<file path="src/rtl/pc_fetch_unit_pkg.sv">
// Shared definitions for the fetch front end: next-PC select encodings (also used by the
// control unit's PCSrc generator), fetch FSM states and the default reset PC.
package pc_fetch_unit_pkg;

   localparam int XLEN_DEFAULT = 32;
   localparam logic [31:0] RESET_PC_DEFAULT = 32'h0000_0000;

   localparam logic [1:0] PCSRC_PLUS4  = 2'b00;
   localparam logic [1:0] PCSRC_TARGET = 2'b01;
   localparam logic [1:0] PCSRC_JALR   = 2'b10;

   typedef enum logic [1:0] {
      S_REQ  = 2'd0,
      S_WAIT = 2'd1,
      S_HOLD = 2'd2,
      S_HALT = 2'd3
   } fetch_state_t;

endpackage

</file>
<file path="src/rtl/pc_fetch_unit_next_pc_mux.sv">
// Combinational next-PC selection for the fetch unit, plus detection of a target that is
// not 4-byte aligned.
module next_pc_mux
   import pc_fetch_unit_pkg::*;
#(
   parameter int XLEN = XLEN_DEFAULT
) (
   input  logic [XLEN-1:0] PC,
   input  logic [1:0]      PCSrc,
   input  logic [XLEN-1:0] PCTarget,
   input  logic [XLEN-1:0] ALUResult,
   output logic [XLEN-1:0] next_pc,
   output logic            misaligned
);

   // The reserved select value falls through to sequential execution.
   always_comb begin
      case (PCSrc)
         PCSRC_TARGET: next_pc = PCTarget;
         PCSRC_JALR:   next_pc = ALUResult & ~XLEN'(1);
         default:      next_pc = PC + XLEN'(4);
      endcase
      misaligned = |next_pc[1:0];
   end

endmodule

</file>
<file path="src/rtl/pc_fetch_unit.sv">
// Program-counter owner and instruction-fetch front end: one outstanding fetch at a time,
// holds the fetched instruction until the datapath retires it, then moves to the next PC.
module pc_fetch_unit
   import pc_fetch_unit_pkg::*;
#(
   parameter int              XLEN     = XLEN_DEFAULT,
   parameter logic [XLEN-1:0] RESET_PC = XLEN'(RESET_PC_DEFAULT)
) (
   input  logic            clk,
   input  logic            rst,
   input  logic [1:0]      PCSrc,
   input  logic [XLEN-1:0] PCTarget,
   input  logic [XLEN-1:0] ALUResult,
   input  logic            instr_ack,
   output logic            imem_req,
   output logic [XLEN-1:0] imem_addr,
   input  logic            imem_ready,
   input  logic            imem_rvalid,
   input  logic [31:0]     imem_rdata,
   output logic            instr_valid,
   output logic [31:0]     instr,
   output logic [XLEN-1:0] PC,
   output logic [XLEN-1:0] PCPlus4,
   output logic            misalign_err
);

   fetch_state_t    state;
   fetch_state_t    state_next;
   logic [XLEN-1:0] next_pc;
   logic            misaligned;
   logic            capture;
   logic            retire;

   next_pc_mux #(.XLEN(XLEN)) u_next_pc_mux (
      .PC        (PC),
      .PCSrc     (PCSrc),
      .PCTarget  (PCTarget),
      .ALUResult (ALUResult),
      .next_pc   (next_pc),
      .misaligned(misaligned)
   );

   // Data arrives either with the accepting handshake or later while waiting.
   assign capture = ((state == S_REQ) && imem_ready && imem_rvalid) ||
                    ((state == S_WAIT) && imem_rvalid);
   assign retire  = (state == S_HOLD) && instr_ack;

   always_ff @(posedge clk) begin
      if (!rst) begin
         state <= S_REQ;
      end else begin
         state <= state_next;
      end
   end

   always_comb begin
      state_next = state;
      case (state)
         S_REQ: begin
            if (imem_ready) begin
               state_next = imem_rvalid ? S_HOLD : S_WAIT;
            end
         end
         S_WAIT: begin
            if (imem_rvalid) begin
               state_next = S_HOLD;
            end
         end
         S_HOLD: begin
            if (instr_ack) begin
               state_next = misaligned ? S_HALT : S_REQ;
            end
         end
         S_HALT: state_next = S_HALT;
      endcase
   end

   // No request may escape while reset is held, even though the state is already S_REQ.
   always_comb begin
      imem_req     = 1'b0;
      instr_valid  = 1'b0;
      misalign_err = 1'b0;
      case (state)
         S_REQ:   imem_req     = rst;
         S_HOLD:  instr_valid  = 1'b1;
         S_HALT:  misalign_err = 1'b1;
         default: ;
      endcase
   end

   // PC is still updated on a misaligned retire so the faulting target is visible.
   always_ff @(posedge clk) begin
      if (!rst) begin
         PC    <= RESET_PC;
         instr <= 32'h0;
      end else begin
         if (capture) begin
            instr <= imem_rdata;
         end
         if (retire) begin
            PC <= next_pc;
         end
      end
   end

   assign imem_addr = PC;
   assign PCPlus4   = PC + XLEN'(4);

endmodule

</file>
<file path="config.mk">
export PLATFORM = sky130hd
export DESIGN_NAME = pc_fetch_unit
export DESIGN_NICKNAME = d
export VERILOG_FILES = /design/src/rtl/pc_fetch_unit_pkg.sv /design/src/rtl/pc_fetch_unit_next_pc_mux.sv /design/src/rtl/pc_fetch_unit.sv
export SDC_FILE = /design/constraint.sdc
export NUM_CORES = 1
export LEC_CHECK = 0
export CAP_MARGIN = 20
export CORE_MARGIN = 4
export CORE_UTILIZATION = 36
export CTS_CLUSTER_SIZE = 12
export DETAILED_ROUTE_END_ITERATION = 12
export PLACE_DENSITY = 0.85
export SLEW_MARGIN = 25
export SYNTH_ARGS = -nofsm -noshare
export SYNTH_HDL_FRONTEND = slang
export SYNTH_HIERARCHICAL = 1
export SYNTH_SLANG_ARGS = --single-unit
</file>
<file path="constraint.sdc">
create_clock -name clk -period 2 [get_ports clk]
set_clock_uncertainty 0.15 [all_clocks]
set_input_delay 0.3 -clock clk [delete_from_list [all_inputs] [get_ports clk]]
set_output_delay 0.3 -clock clk [all_outputs]
set_load 0.01 [all_outputs]
</file>
==> results of run 1 <==
## registers in the layout (all words and copies together) (netlist names)
name / flops
state: 2
PC: 32
instr: 32
## critical path: stages (launching register included)
cell,delay (ns)
dfxtp_2,0.34
nand4_1,0.19
buf_4,0.21
nor3_2,0.27
nand3_2,0.14
xnor2_2,0.16
buf_2,0.15
## through the flow
| step | total power [W] | hold WS (ns) | setup slack, ns | area [µm²] | instances |
|---|---|---|---|---|---|
| after floorplan | 0.00186 | 0.295 | 0.0159 | 4520 | 588 |
| after global placement | 0.00239 | 0.300 | -0.271 | 7330 | 996 |
| after detailed placement | 0.00241 | 0.306 | -0.385 | 7330 | 996 |
| after CTS | 0.00402 | 0.314 | -0.272 | 7970 | 1036 |
| after global routing | 0.00421 | 0.342 | -0.375 | 8280 | 1049 |
| final | 0.00405 | 0.310 | -0.235 | 8280 | 1049 |
## power by group through the flow
stage / clock, W / sequential, W / combinational [W]
floorplan: 0 / 0.00149 / 0.000369
global placement: 0 / 0.00144 / 0.000949
detailed placement: 0 / 0.00145 / 0.000958
CTS: 0.00163 / 0.00142 / 0.000968
global route: 0.00169 / 0.00143 / 0.00109
finish: 0.00161 / 0.00142 / 0.00102
## path summary, 6_finish.rpt
kind	slack, ns	to
max	-0.23	PCPlus4[23]
min	0.31	instr[21]$_SDFFE_PN0P_
max reg2reg	-0.20	PC[18]$_SDFFE_PN0P_
min reg2reg	0.31	instr[21]$_SDFFE_PN0P_
## repair_timing
item,CTS,global route
gates resized for setup,171,60
buffers inserted,23,15
pin swaps,50,38
setup endpoints to repair,47,54
cloned,1,1
## cell type report
class / count / area (µm²) / area share (%)
clock inverter: 7 / 77.6 / 0.937
clock buffer: 9 / 225 / 2.72
inverter: 8 / 30.0 / 0.363
multi-input combinational: 441 / 3070 / 37.1
tap: 168 / 210 / 2.54
timing repair buffer: 350 / 3300 / 39.9
sequential: 66 / 1360 / 16.5
## cells in the mapped netlist, types with 3 or more instances
cell type	instances
nand2_1	154
dfxtp_1	66
a21boi_0	46
buf_4	35
a221oi_1	29
xnor2_1	28
clkbuf_1	25
nand3_1	22
a21boi_1	18
a31oi_1	15
nand4_1	13
a21oi_1	12
buf_2	12
o21ai_0	11
xor2_1	10
inv_1	8
nor2_1	8
and3_1	7
o31ai_1	7
or3_1	7
or4_1	7
and4_1	6
ha_1	4
nor3_1	4
and2_1	3
nor3b_1	3
nor4_2	3
o211a_1	3
or2_2	3
## cell families (layout without fill, tap and decap cells)
kind of cell / Yosys count / in the layout / share of synthesized area [%]
xor+xnor: 38 / 38 / 7.44
flops: 66 / 66 / 29.6
compound gates: 146 / 146 / 23.8
fa+ha+maj: 4 / 4 / 1.12
simple gates: 252 / 253 / 28.0
buf+inv: 82 / 374 / 10.2
## routing by layer
metal,up-vias,GRT usage (%)
met3,67,6.55
met2,310,41.2
met4,0,7.80
met1,2640,25.8
met5,-,0
li1,2633,-
==> run metrics, run 1 <==
P_leak 3.28 nW; VDD IR max 0.479 mV; Layout area overhead 85.3%; Synth Warn # 6; wire per inst 17.6 µm; vias in the first global route 5302; ANT cells 0; Met1 Wirelength 6910 µm; failing checks negative setup slack; vias per cell 5.39; clk sink count 66; critical path startpoint category register; die area 14300 µm²; clock group share of total power 39.7%; pwr/cell area 488 nW/µm²; Max Freq 447 MHz; top cells by area, synth dfxtp_1 30%, nand2_1 13%, a21boi_0 7.7%; CTS tree yes; Fillers 919; Max Cap Viol 0; root buf cell clkbuf_16; RSZ-0062 raised after global routing true; setup TNS -5.75 ns; mapped cell area 4470 µm²; Top FF cell, synth dfxtp_1; site row count 40; GP Congestion 0.826; Fin. Hold Viols 0; status complete, but fails checks; post-detail-place hpwl 11900 µm; Detail Route met3 WL 1570 µm; asr flop ratio synth 0%; total global routing overflow 0; DRT Pass-1 Iters 5; Final min period 2.23 ns; Least-Margin Pin Slew 0.600 ns; Post-synth EDFFs 0; Comb power frac 25.2%; Net Count, Synth 695; Sw Share 27.8%; Req. time, crit path 1.55 ns; core area 12100 µm²; fraction of layout cells with a size suffix above 1 28.8%; number of port buffers 232; maximum buffer depth of the clock tree 2; via count 5650; ANT nets after route 0; Seq pwr share 35.1%; worst r2r path cells 9; mean post-synth cell area 7.60 µm²; Slew Limit Fails 0; Worst Hold Depth 2; Max Used Layer met4; CP Launch Point PC[15]$_SDFFE_PN0P_; Final setup viols 37; Core Util, Final 68.7%; Slew Limit Headroom 60.0%; switching power 0.00112 W; hold_buf cts 0; CP Capture Type output port; drt drc 0; final WL 18400 µm; final worst setup slack -0.235 ns; number of different library cells in the post-synthesis netlist 43; CP max FO 3; Synth Instances 588; most common cell after layout, fill and taps aside clkdlybuf4s50_1; GRT Util Overall 22.9%; crit path DAT 1.78 ns; CP Class reg -> out; nets 983; area leader, netlist dfxtp_1; #FFs+latches synth 66; Internal 0.00292 W; Die Y 119 µm; initial antenna violation count 0; min-delay worst type reg -> reg; first-pass GRT wire length 26800 µm; H-tree Lvls 3; Final period util 112%; CTS Buf Count 9; Yosys top cell area share 29.6%; RR Startpoint PC[2]$_SDFFE_PN0P_; DRT iter0 DRCs 408; commonest non-fill, non-tap cells in the layout 199 x clkdlybuf4s50_1, 147 x nand2_1, 80 x buf_4; largest net degree at the start of global routing 67; clk slew on worst S/H paths 0.06 ns; I/O pin cnt 234; Initial Util 37.1%; register area share after synthesis 29.6%; Hold Crit Start instr[21]$_SDFFE_PN0P_; met2 routed WL 9280 µm; Clock Latency Late Sink 0.33 ns; Die Wd 119 µm
No activity file was read; power rests on OpenSTA's default activity.
==> run 2: changes to the inputs <==
--- a/config.mk
+++ b/config.mk
@@ -5,7 +5,7 @@
 export SDC_FILE = /design/constraint.sdc
 export NUM_CORES = 1
 export LEC_CHECK = 0
-export CAP_MARGIN = 20
+export CAP_MARGIN = 25
 export CORE_MARGIN = 4
 export CORE_UTILIZATION = 36
 export CTS_CLUSTER_SIZE = 12
==> results of run 2 <==
The final DEF is identical to that of run 1; final timing and power are the same.
==> run 3: changes to the inputs <==
--- a/config.mk
+++ b/config.mk
@@ -10,7 +10,9 @@
 export CORE_UTILIZATION = 36
 export CTS_CLUSTER_SIZE = 12
 export DETAILED_ROUTE_END_ITERATION = 12
+export GPL_ROUTABILITY_DRIVEN = 0
 export PLACE_DENSITY = 0.85
+export SETUP_SLACK_MARGIN = 0.15
 export SLEW_MARGIN = 25
 export SYNTH_ARGS = -nofsm -noshare
 export SYNTH_HDL_FRONTEND = slang
==> run 3 against run 2 <==
  * The flow still finishes with violations (negative setup slack)
  * Register-to-register slack lost 0.08 ns
  * Sequential cell count is the same
  * Setup slack lost 0.20 ns
  * Via count grew 4.2%
  * Cell count grew 2.5%
  * Critical path depth is the same
  * Power grew 6.0%
  * Wire length grew 10%
  * Global-route usage grew 0.47 points
==> run metrics, run 3 (synthesis gave the netlist of run 1 again) <==
status complete, but fails checks; failing checks negative setup slack; met2 routed WL 10200 µm (+9.8%); min-delay worst type reg -> reg; CP Class reg -> out; Layout area overhead 99.2%; H-tree Lvls 3 (unchanged); Clock Latency Late Sink 0.32 ns (about the same); Req. time, crit path 1.55 ns (about the same); Slowest cell on crit path nor4_4; largest net degree at the start of global routing 67 (unchanged); slowest cell delay on critical path 0.38 ns (+0.04 ns); CTS Buf Count 9 (unchanged); final WL 20400 µm (+10%); Final setup viols 39 (+5.4%); wire per inst 18.9 µm (+7.8%); crit path DAT 1.98 ns (+0.20 ns); Die Y 119 µm (unchanged); Max Used Layer met4; root buf cell clkbuf_16; pwr/cell area 482 nW/µm² (-1.4%); commonest non-fill, non-tap cells in the layout 145 x nand2_1, 145 x clkdlybuf4s50_1, 87 x buf_4; Largest regs PC (32), instr (32), state (2); CP Capture Type output port; clk slew on worst S/H paths 0.06 ns (about the same); Max Cap Viol 0 (unchanged); CTS tree yes; RSZ-0062 raised after global routing true; maximum buffer depth of the clock tree 2 (unchanged); Final min period 2.43 ns (+0.199 ns); Met1 Wirelength 7420 µm (+7.4%); Least-Margin Pin Slew 0.605 ns (+0.00542 ns); vias per cell 5.47 (+1.6%); I/O pin cnt 234 (unchanged); VDD IR max 0.451 mV (-5.8%); total global routing overflow 0 (unchanged); fraction of layout cells with a size suffix above 1 34.0% (+5.1 points); Fin. Hold Viols 0 (unchanged); ANT cells 0 (unchanged); drt drc 0 (unchanged); die area 14300 µm² (unchanged); number of port buffers 232 (unchanged); P_leak 4.12 nW (+26%); first-pass GRT wire length 27400 µm (+2.2%); CP max FO 4 (+1); DRT iter0 DRCs 533 (+31%); critical path startpoint category register; Final period util 122% (+10 points); Detail Route met3 WL 1950 µm (+24%); Min Hold Slack 0.312 ns (+0.00172 ns); post-detail-place hpwl 12100 µm (+2.4%); Die Wd 119 µm (unchanged); final worst setup slack -0.434 ns (-0.199 ns); hold_buf cts 0 (unchanged); initial antenna violation count 0 (unchanged); setup TNS -6.71 ns (-0.958 ns); nets 1009 (+2.6%); DRT Pass-1 Iters 6 (+1); Slew Limit Headroom 59.7% (-0.36 points); crit-path cells nand4_4 > nor4_4 > buf_6 > nand4_1 > xnor2_1 > buf_2; Max Freq 411 MHz (-8.2%); Initial Util 37.1% (unchanged); GRT Util Overall 23.4% (+0.47 points); via count 5885 (+4.2%); ANT nets after route 0 (unchanged); Core Util, Final 73.8% (+5.2 points); vias in the first global route 5480 (+3.4%); clk sink count 66 (unchanged); Slew Limit Fails 0 (unchanged); site row count 40 (unchanged); core area 12100 µm² (unchanged)
## run 3: changes by cell type in the layout (fill, tap and decap cells not counted), sizes merged, moves of 18 or more
cell           change
clkdlybuf4s50     -54
dlygate4sd2       +36
buf               +30
dlymetal6s2s      +18
## run 3: final cells by class
class	instances	area, µm²
Inverter	8	30.0
Sequential cell	66	1410
Clock buffer	12	300
Timing Repair Buffer	376	3600
Fill cell	798	3160
Multi-Input combinational cell	441	3300
Clock inverter	4	50.0
Tap cell	168	210
## run 3: path summary, 6_finish.rpt
| kind | startpoint | endpoint | slack, ns | cells past startpoint |
|---|---|---|---|---|
| setup / recovery | PC[11]$_SDFFE_PN0P_ | PCPlus4[18] | -0.43 | 6 |
| hold / removal | instr[8]$_SDFFE_PN0P_ | instr[8]$_SDFFE_PN0P_ | 0.31 | 2 |
| setup reg to reg | PC[17]$_SDFFE_PN0P_ | PC[30]$_SDFFE_PN0P_ | -0.28 | 10 |
| hold reg to reg | instr[8]$_SDFFE_PN0P_ | instr[8]$_SDFFE_PN0P_ | 0.31 | 2 |
## run 3: power by group
group	leakage, nW	internal, W	switching (W)
clock	0.175	0.00119	0.000616
combinational	3.39	0.000593	0.000481
sequential	0.557	0.00136	0.0000472
## run 3: worst max-delay path: cells and delay by family, from the launching register on
| kind | cells | cell delay [ns] |
|---|---|---|
| simple gates | 3 | 0.74 |
| buf+inv | 2 | 0.35 |
| flops | 1 | 0.37 |
| xor+xnor | 1 | 0.20 |
## run 3: repair_timing
item,CTS,global route
pin swaps,33,76
gates resized for setup,213,131
cloned,1,0
endpoints found under the setup margin,79,73
setup buffers,22,33
## run 3: metal layers
| metal | GRT usage (%) | vias to the layer above |
|---|---|---|
| li1 | - | 2698 |
| met1 | 27.2 | 2760 |
| met2 | 41.0 | 353 |
| met3 | 6.65 | 74 |
| met4 | 7.80 | 0 |
| met5 | 0 | - |
## run 3: per-stage QoR
step	cells	instance area (µm²)	setup slack, ns	total power (W)
after floorplan	588	4660	0.0791	0.00185
after global placement	1003	7500	-0.353	0.00240
after detailed placement	1003	7500	-0.377	0.00241
after CTS	1042	8170	-0.234	0.00423
after global routing	1075	8910	-0.431	0.00445
final	1075	8910	-0.434	0.00429
